<file path="src/rtl/fetch_sequencer_if.sv">
// Fetch-stage bus between the PC register / decode / execute and the fetch sequencer.
// master drives the fetch inputs and receives next-PC; slave is the sequencer itself.
interface fetch_sequencer_if #(
  parameter int unsigned PC_W    = 13,
  parameter int unsigned INSTR_W = 16,
  parameter int unsigned CNT_W   = 16
);
  logic [PC_W-1:0]    pc;
  logic [PC_W-1:0]    pc_plus1;
  logic [INSTR_W-1:0] instr;
  logic               stall;
  logic               branch_taken;
  logic [PC_W-1:0]    branch_target;
  logic               resume;
  logic [PC_W-1:0]    new_pc;
  logic               instr_valid;
  logic               flush;
  logic               halted;
  logic [CNT_W-1:0]   fetch_count;

  modport master (
    output pc, pc_plus1, instr, stall, branch_taken, branch_target, resume,
    input  new_pc, instr_valid, flush, halted, fetch_count
  );

  modport slave (
    input  pc, pc_plus1, instr, stall, branch_taken, branch_target, resume,
    output new_pc, instr_valid, flush, halted, fetch_count
  );
endinterface

</file>
<file path="src/rtl/fetch_sequencer.sv">
// Next-PC sequencer for the fetch stage: boot, run, stall-hold and halt states,
// branch redirect with wrong-path flush, and a saturating valid-fetch counter.
module fetch_sequencer #(
  parameter int unsigned     PC_W     = 13,
  parameter int unsigned     INSTR_W  = 16,
  parameter logic [PC_W-1:0] RESET_PC = '0,
  parameter logic [4:0]      HALT_OP  = 5'b00000,
  parameter int unsigned     CNT_W    = 16
) (
  input  logic               clk,
  input  logic               rst,
  fetch_sequencer_if.slave   bus
);

  typedef enum logic [1:0] {
    BOOT   = 2'd0,
    RUN    = 2'd1,
    STALL  = 2'd2,
    HALTED = 2'd3
  } state_t;

  state_t             state_q;
  state_t             state_d;
  logic               halted_q;
  logic [CNT_W-1:0]   count_q;
  logic [PC_W-1:0]    new_pc_c;
  logic               valid_c;
  logic               flush_c;
  logic               is_halt_op;
  logic               unused_instr_bits;

  // Opcode lives in the top five instruction bits; the rest is decode's business.
  assign is_halt_op        = (bus.instr[INSTR_W-1 -: 5] == HALT_OP);
  assign unused_instr_bits = ^bus.instr[INSTR_W-6:0];

  always_ff @(posedge clk) begin
    if (rst) begin
      state_q  <= BOOT;
      halted_q <= 1'b0;
      count_q  <= '0;
    end else begin
      state_q  <= state_d;
      halted_q <= (state_d == HALTED);
      if (valid_c && (count_q != '1)) begin
        count_q <= count_q + 1'b1;
      end
    end
  end

  always_comb begin
    state_d  = state_q;
    new_pc_c = RESET_PC;
    valid_c  = 1'b0;
    flush_c  = 1'b0;
    if (rst) begin
      state_d = BOOT;
    end else begin
      unique case (state_q)
        BOOT: begin
          state_d = RUN;
        end
        RUN, STALL: begin
          // Redirect beats the halt opcode, which beats stall.
          if (bus.branch_taken) begin
            new_pc_c = bus.branch_target;
            flush_c  = 1'b1;
            state_d  = RUN;
          end else if (is_halt_op) begin
            new_pc_c = bus.pc;
            valid_c  = 1'b1;
            state_d  = HALTED;
          end else if (bus.stall) begin
            new_pc_c = bus.pc;
            state_d  = STALL;
          end else begin
            new_pc_c = bus.pc_plus1;
            valid_c  = 1'b1;
            state_d  = RUN;
          end
        end
        HALTED: begin
          if (bus.resume) begin
            new_pc_c = bus.pc_plus1;
            state_d  = RUN;
          end else begin
            new_pc_c = bus.pc;
          end
        end
        default: begin
          state_d = BOOT;
        end
      endcase
    end
  end

  assign bus.new_pc      = new_pc_c;
  assign bus.instr_valid = valid_c;
  assign bus.flush       = flush_c;
  assign bus.halted      = halted_q;
  assign bus.fetch_count = count_q;

endmodule

</file>
<file path="src/flat_wrapper.sv">
// flat-port wrapper written by rule: the top's interface ports become plain ports
module fetch_sequencer_flat 
#(
  parameter int unsigned     PC_W     = 13,
  parameter int unsigned     INSTR_W  = 16,
  parameter logic [PC_W-1:0] RESET_PC = '0,
  parameter logic [4:0]      HALT_OP  = 5'b00000,
  parameter int unsigned     CNT_W    = 16
)
  (clk, rst, bus_pc, bus_pc_plus1, bus_instr, bus_stall, bus_branch_taken, bus_branch_target, bus_resume, bus_new_pc, bus_instr_valid, bus_flush, bus_halted, bus_fetch_count);
  fetch_sequencer_if #(.PC_W(PC_W), .INSTR_W(INSTR_W), .CNT_W(CNT_W)) bus_i ();
  input  logic clk;
  input  logic rst;
  input wire logic [$bits(bus_i.pc)-1:0] bus_pc;
  input wire logic [$bits(bus_i.pc_plus1)-1:0] bus_pc_plus1;
  input wire logic [$bits(bus_i.instr)-1:0] bus_instr;
  input wire logic [$bits(bus_i.stall)-1:0] bus_stall;
  input wire logic [$bits(bus_i.branch_taken)-1:0] bus_branch_taken;
  input wire logic [$bits(bus_i.branch_target)-1:0] bus_branch_target;
  input wire logic [$bits(bus_i.resume)-1:0] bus_resume;
  output wire logic [$bits(bus_i.new_pc)-1:0] bus_new_pc;
  output wire logic [$bits(bus_i.instr_valid)-1:0] bus_instr_valid;
  output wire logic [$bits(bus_i.flush)-1:0] bus_flush;
  output wire logic [$bits(bus_i.halted)-1:0] bus_halted;
  output wire logic [$bits(bus_i.fetch_count)-1:0] bus_fetch_count;
  assign bus_i.pc = bus_pc;
  assign bus_i.pc_plus1 = bus_pc_plus1;
  assign bus_i.instr = bus_instr;
  assign bus_i.stall = bus_stall;
  assign bus_i.branch_taken = bus_branch_taken;
  assign bus_i.branch_target = bus_branch_target;
  assign bus_i.resume = bus_resume;
  assign bus_new_pc = bus_i.new_pc;
  assign bus_instr_valid = bus_i.instr_valid;
  assign bus_flush = bus_i.flush;
  assign bus_halted = bus_i.halted;
  assign bus_fetch_count = bus_i.fetch_count;
  fetch_sequencer #(.PC_W(PC_W), .INSTR_W(INSTR_W), .RESET_PC(RESET_PC), .HALT_OP(HALT_OP), .CNT_W(CNT_W)) u_core (.clk(clk), .rst(rst), .bus(bus_i));
endmodule
</file>
<file path="config.mk">
export PLATFORM = sky130hd
export DESIGN_NAME = fetch_sequencer_flat
export DESIGN_NICKNAME = d
export VERILOG_FILES = /design/src/rtl/fetch_sequencer_if.sv /design/src/rtl/fetch_sequencer.sv /design/src/flat_wrapper.sv
export SDC_FILE = /design/constraint.sdc
export NUM_CORES = 1
export LEC_CHECK = 0
export ABC_CLOCK_PERIOD_IN_PS = 2600
export CORE_ASPECT_RATIO = 0.75
export CORE_MARGIN = 1.5
export CORE_UTILIZATION = 35
export DETAILED_ROUTE_END_ITERATION = 8
export PLACE_DENSITY = 0.81
export SETUP_SLACK_MARGIN = 0.3
export SLEW_MARGIN = 20
export SYNTH_ARGS = -nofsm -noshare
export SYNTH_HDL_FRONTEND = slang
export SYNTH_SLANG_ARGS = --single-unit
export TNS_END_PERCENT = 5
</file>
<file path="constraint.sdc">
create_clock -name clk -period 2.6 [get_ports clk]
set_input_delay 0.39 -clock clk [delete_from_list [all_inputs] [get_ports clk]]
set_output_delay 0.39 -clock clk [all_outputs]
set_load 0.05 [all_outputs]
</file>
Yosys cells after proc, flatten, opt, wreduce, memory -nomap -nowiden
Index checks and enable logic that the tools add are counted.
Cells by class
  add/sub/neg operators: 1
  multipliers: 0
  div/mod/pow operators: 0
  order comparisons: 0
  equal/unequal tests: 5
  shift-type cells: 0
  multiplexer cells: 20
  bitwise operators: 0
  reduce and logical (&&, ||, !) cells: 4
Operator list (number)
  $mux W13: 5
  $pmux W13 S2: 1
  $add A16 B1 Y16 const B: 1
  $ne A16 B16 Y1 const B: 1
  $mux W2: 5
  $mux W1: 8
  $eq A2 B2 Y1 const B: 3
  $pmux W2 S3: 1
  $logic_not A5 Y1: 1
  $eq A2 B1 Y1 const B: 1
  $logic_not A2 Y1: 1
  $reduce_or A2 Y1: 1
  $logic_and A1 B1 Y1: 1
Word-level totals
  register bits after elaboration: 19
  latch bits: 0
  memory bits (writable): 0
  memory bits (read-only): 0
  bits of input ports: 60
  memories kept: 0

Depth between registers and ports, before layout
Gate-level depths: netlist (run 1).
  depth after elaboration: 6
  depth in mapped cells: 8
  depth with buffers taken out: 7

Least setup slack after synthesis (run 1)
Ideal clock, no wire load.
  kind: flip-flop to output port
  start: register u_core.state_q[0]
  end: output port bus_new_pc[10]
  arrival time: 2524 ps
  path slack: -314 ps
  stages on the path, launching flop included: 8
  path buffers: 1
  cells stage by stage: dfxtp_1 inv_1 ha_1 or4b_1 o211ai_1 buf_2 a22oi_1 a21oi_1
Between the ends
  word-level cells in the longest chain between the ends: 4
  elaborated cells between the ends (all ways): 6
Ends and longest elaborated chain
  start, declared: RTL line fetch_sequencer.sv:22  | state_t state_q;
  start signal, assigned: RTL line fetch_sequencer.sv:42  | state_q <= state_d;
  $eq A2 B1 Y1 or $eq A2 B2 Y1 (tied branches): RTL line fetch_sequencer.sv:58  | unique case (state_q)
  $reduce_or A2 Y1: RTL line fetch_sequencer.sv:58
  $pmux W13 S2 *: RTL line fetch_sequencer.sv:58
  $mux W13 *: RTL line fetch_sequencer.sv:55  | if (rst) begin
  end, declared: RTL line flat_wrapper.sv:21  | output wire logic [$bits(bus_i.new_pc)-1:0] bus_new_pc;
Every way passes the cells marked *; elsewhere a longest branch is shown, timed or not.

Worst setup path in the final report (run 1)
  start: register u_core.state_q[0]
  end: output port bus_new_pc[7]
Same word-level chain as after synthesis.

==> results.toml, run 1 <==
[outcome]
status = "finished, violations left"
violations = "setup timing"

[routing]
wirelength_um = 5080
antenna_left = 0
vias_per_cell = 5.76
vias = 1871
drcViolationCount = 0
dr.pass1.iters = 4
wl_per_cell_um = 15.6
dr.first_iter.drc_count = 100

[placed_design]
port_buffers = 80
gp_congestion = 0.806
hpwlAfterDp_um = 3760
post_dp_cell_area_mm2 = 0.00259

[worst_setup_path]
startpoint = "u_core.state_q[0]"
critPathCapture = "bus_new_pc[7]"
r2r-end = "u_core.bus.fetch_count[10]"
r2r-start = "u_core.state_q[0]"
required_ns = 2.21
reg2reg_depth = 7
arrival_ns = 2.29
path_max_fanout = 7
critPathCaptureType = "primary output"
ff2ff_setup_slack_ns = 0.38
worstSetupStartpointType = "register"
worstSetupPathType = "register to primary output"

[synth]
synth_ff_type = "dfxtp_1"
yosysMostFrequentCell = "a21oi_1"
synth.area.top_cells = "dfxtp_1, a21oi_1, a22oi_1, o21ai_0, mux2_2"
seq_area_frac_synth = 0.271
synth_edf_count = 0
synth_largest_area_cell = "dfxtp_1"
synthDistinctLibCells = 37
synth_common_cells = "a21oi_1, dfxtp_1, o21ai_0"
synthCells = 187
synth.cell_area_mm2 = 0.00141
yosys_warnings = 0
async_reset_ff_frac = 0
netlist.area_leader.share = 0.271
avgSynthCellArea_um2 = 7.51
ys_seq_elements = 19
syn-num-nets = 250

[clock_tree]
hold_buffers = 0
cts_buffers = 3
clock_latency_ns = 0.26
root_buffer = "clkbuf_8"
cts.sinks = 19
clk_pin_slew_ns = 0.07
clockBufferDepth = 2
h-tree-depth = 1
tritoncts = "built"

[finish]
final_layout_size_suffix_gt1_frac = 0.289
design_area_mm2 = 0.00279
nNetsFinal = 337
area_growth_pct = 98.2
antenna-diode-count = 0

[sta]
setup_violations = 13
tightest_slew_ns = 0.669
fmax_mhz = 373
hold_violations = 0
slew_headroom = 0.554
min_period_over_period = 1.03
hold_ws_ns = 0.532
clock_skew_ns = 0.00483
fin_ws_ns = -0.0841
rsz0062_at_grt = "true"
period_minus_slack_ns = 2.68
maxSlewViolCount = 0

[floorplanning]
pin_count = 92
die_width_um = 76.2
die_h_um = 57.9
core-area_mm2 = 0.00376
start_util = 0.374
rows = 19
die-area_mm2 = 0.00441

[grt]
grt_max_degree = 20
grt_remaining_overflow = 0
grt_pass1_wl_um = 8010
grt_pass1_vias = 1668
antenna_found_initial = 0
grt_usage = 0.226

[worst_hold_path]
hold_class = "register to register"
min_delay_path_depth = 2

[job]
drv_cap = 0

[power_and_ir_drop]
power.static_leakage_nw = 0.862
powerDensity_mw_per_mm2 = 279
max-vdd-ir-drop_mv = 0.211
through the flow:
stage          setup TNS (ns)  setup slack (ns)  total power [mW]  cells  utilization
2_1_floorplan               0             0.161             0.415    187            -
3_3_place_gp           -0.114           -0.0336             0.545    317        0.690
3_5_place_dp           -0.151           -0.0449             0.548    317        0.690
4_1_cts                -0.888           -0.0927             0.774    325        0.725
5_1_grt                 -1.89            -0.182             0.818    325        0.742
6_report               -0.721           -0.0841             0.778    325        0.742
per-layer routing:
metal | wire (um) | track usage | vias to the layer above
li1 | - | - | 896
met1 | 2340 | 0.328 | 901
met2 | 2410 | 0.353 | 66
met3 | 278 | 0.0425 | 8
met4 | 52 | 0.0450 | 0
met5 | 0 | 0 | -
state kept, by name, summed over array words and instances, names as in the netlist:
register,cells
u_core.bus.halted,1
u_core.bus.fetch_count,16
u_core.state_q,2
final cells by class:
| class | count | area, um^2 |
|---|---|---|
| Sequential cell | 19 | 383 |
| Timing Repair Buffer | 96 | 1090 |
| Multi-Input combinational cell | 146 | 1170 |
| Inverter | 8 | 30.0 |
| Clock inverter | 1 | 5.00 |
| Clock buffer | 3 | 41.3 |
| Fill cell | 285 | 971 |
| Tap cell | 52 | 65.1 |
placed cells by master, fill, tap and decap left out, types with 6 or more instances in the layout:
master           instances
dfxtp_1                 17
or4_1                    7
nand3_1                  8
o31ai_1                  7
buf_12                  15
nor2_1                   7
a21oi_1                 11
a22oi_1                  6
clkdlybuf4s50_1         65
buf_4                   13
a21oi_4                 10
mux2_2                   6
nand4_1                  8
a22oi_2                  7
o21ai_0                 14
worst min-delay path by stage:
stage	from	to	slack, ns
2_1_floorplan	bus_branch_taken	u_core.state_q[1]	0.59
3_3_place_gp	u_core.bus.fetch_count[9]	u_core.bus.fetch_count[9]	0.51
3_5_place_dp	u_core.bus.fetch_count[9]	u_core.bus.fetch_count[9]	0.52
4_1_cts	u_core.bus.fetch_count[9]	u_core.bus.fetch_count[9]	0.53
5_1_grt	u_core.bus.fetch_count[9]	u_core.bus.fetch_count[9]	0.57
6_report	u_core.bus.fetch_count[9]	u_core.bus.fetch_count[9]	0.53
report_power, final:
group | total [mW] | internal, mW | switching (mW)
Clock | 0.209 | 0.107 | 0.102
Combinational | 0.273 | 0.145 | 0.128
Sequential | 0.296 | 0.294 | 0.00256
Total | 0.778 | 0.545 | 0.232
kinds of logic (layout without fill, tap and decap cells):
kind of cell | Yosys count | after routing | synth area share
simple gates | 68 | 68 | 0.292
mux | 6 | 6 | 0.0481
compound gates | 69 | 69 | 0.297
flops | 19 | 19 | 0.271
buf+inv | 22 | 108 | 0.0659
fa+ha+maj | 3 | 3 | 0.0267
critical path, cell delays in order, from the launching register on:
cell	delay, ns
dfxtp_2	0.35
inv_2	0.04
ha_4	0.26
or4b_4	0.46
o211ai_1	0.25
buf_4	0.24
a22oi_2	0.10
a21oi_4	0.18
buf_12	0.16
what timing repair did:
item | 4_1_cts | 5_1_grt
resized for setup | 19 | 14
pin swaps | 11 | 1
setup buffers | 3 | 0
gates cloned | 1 | 0
endpoints found under the setup margin | 20 | 19
No activity file was read; power rests on OpenSTA's default activity.
==> run 2, diff against run 1 <==
--- a/config.mk
+++ b/config.mk
@@ -9,6 +9,7 @@
 export CORE_ASPECT_RATIO = 0.75
 export CORE_MARGIN = 1.5
 export CORE_UTILIZATION = 35
+export CTS_BUF_LIST = sky130_fd_sc_hd__clkbuf_8
 export DETAILED_ROUTE_END_ITERATION = 8
 export PLACE_DENSITY = 0.81
 export SETUP_SLACK_MARGIN = 0.3
==> results of run 2 <==
Final layout, timing and power as in run 1 (identical DEF).
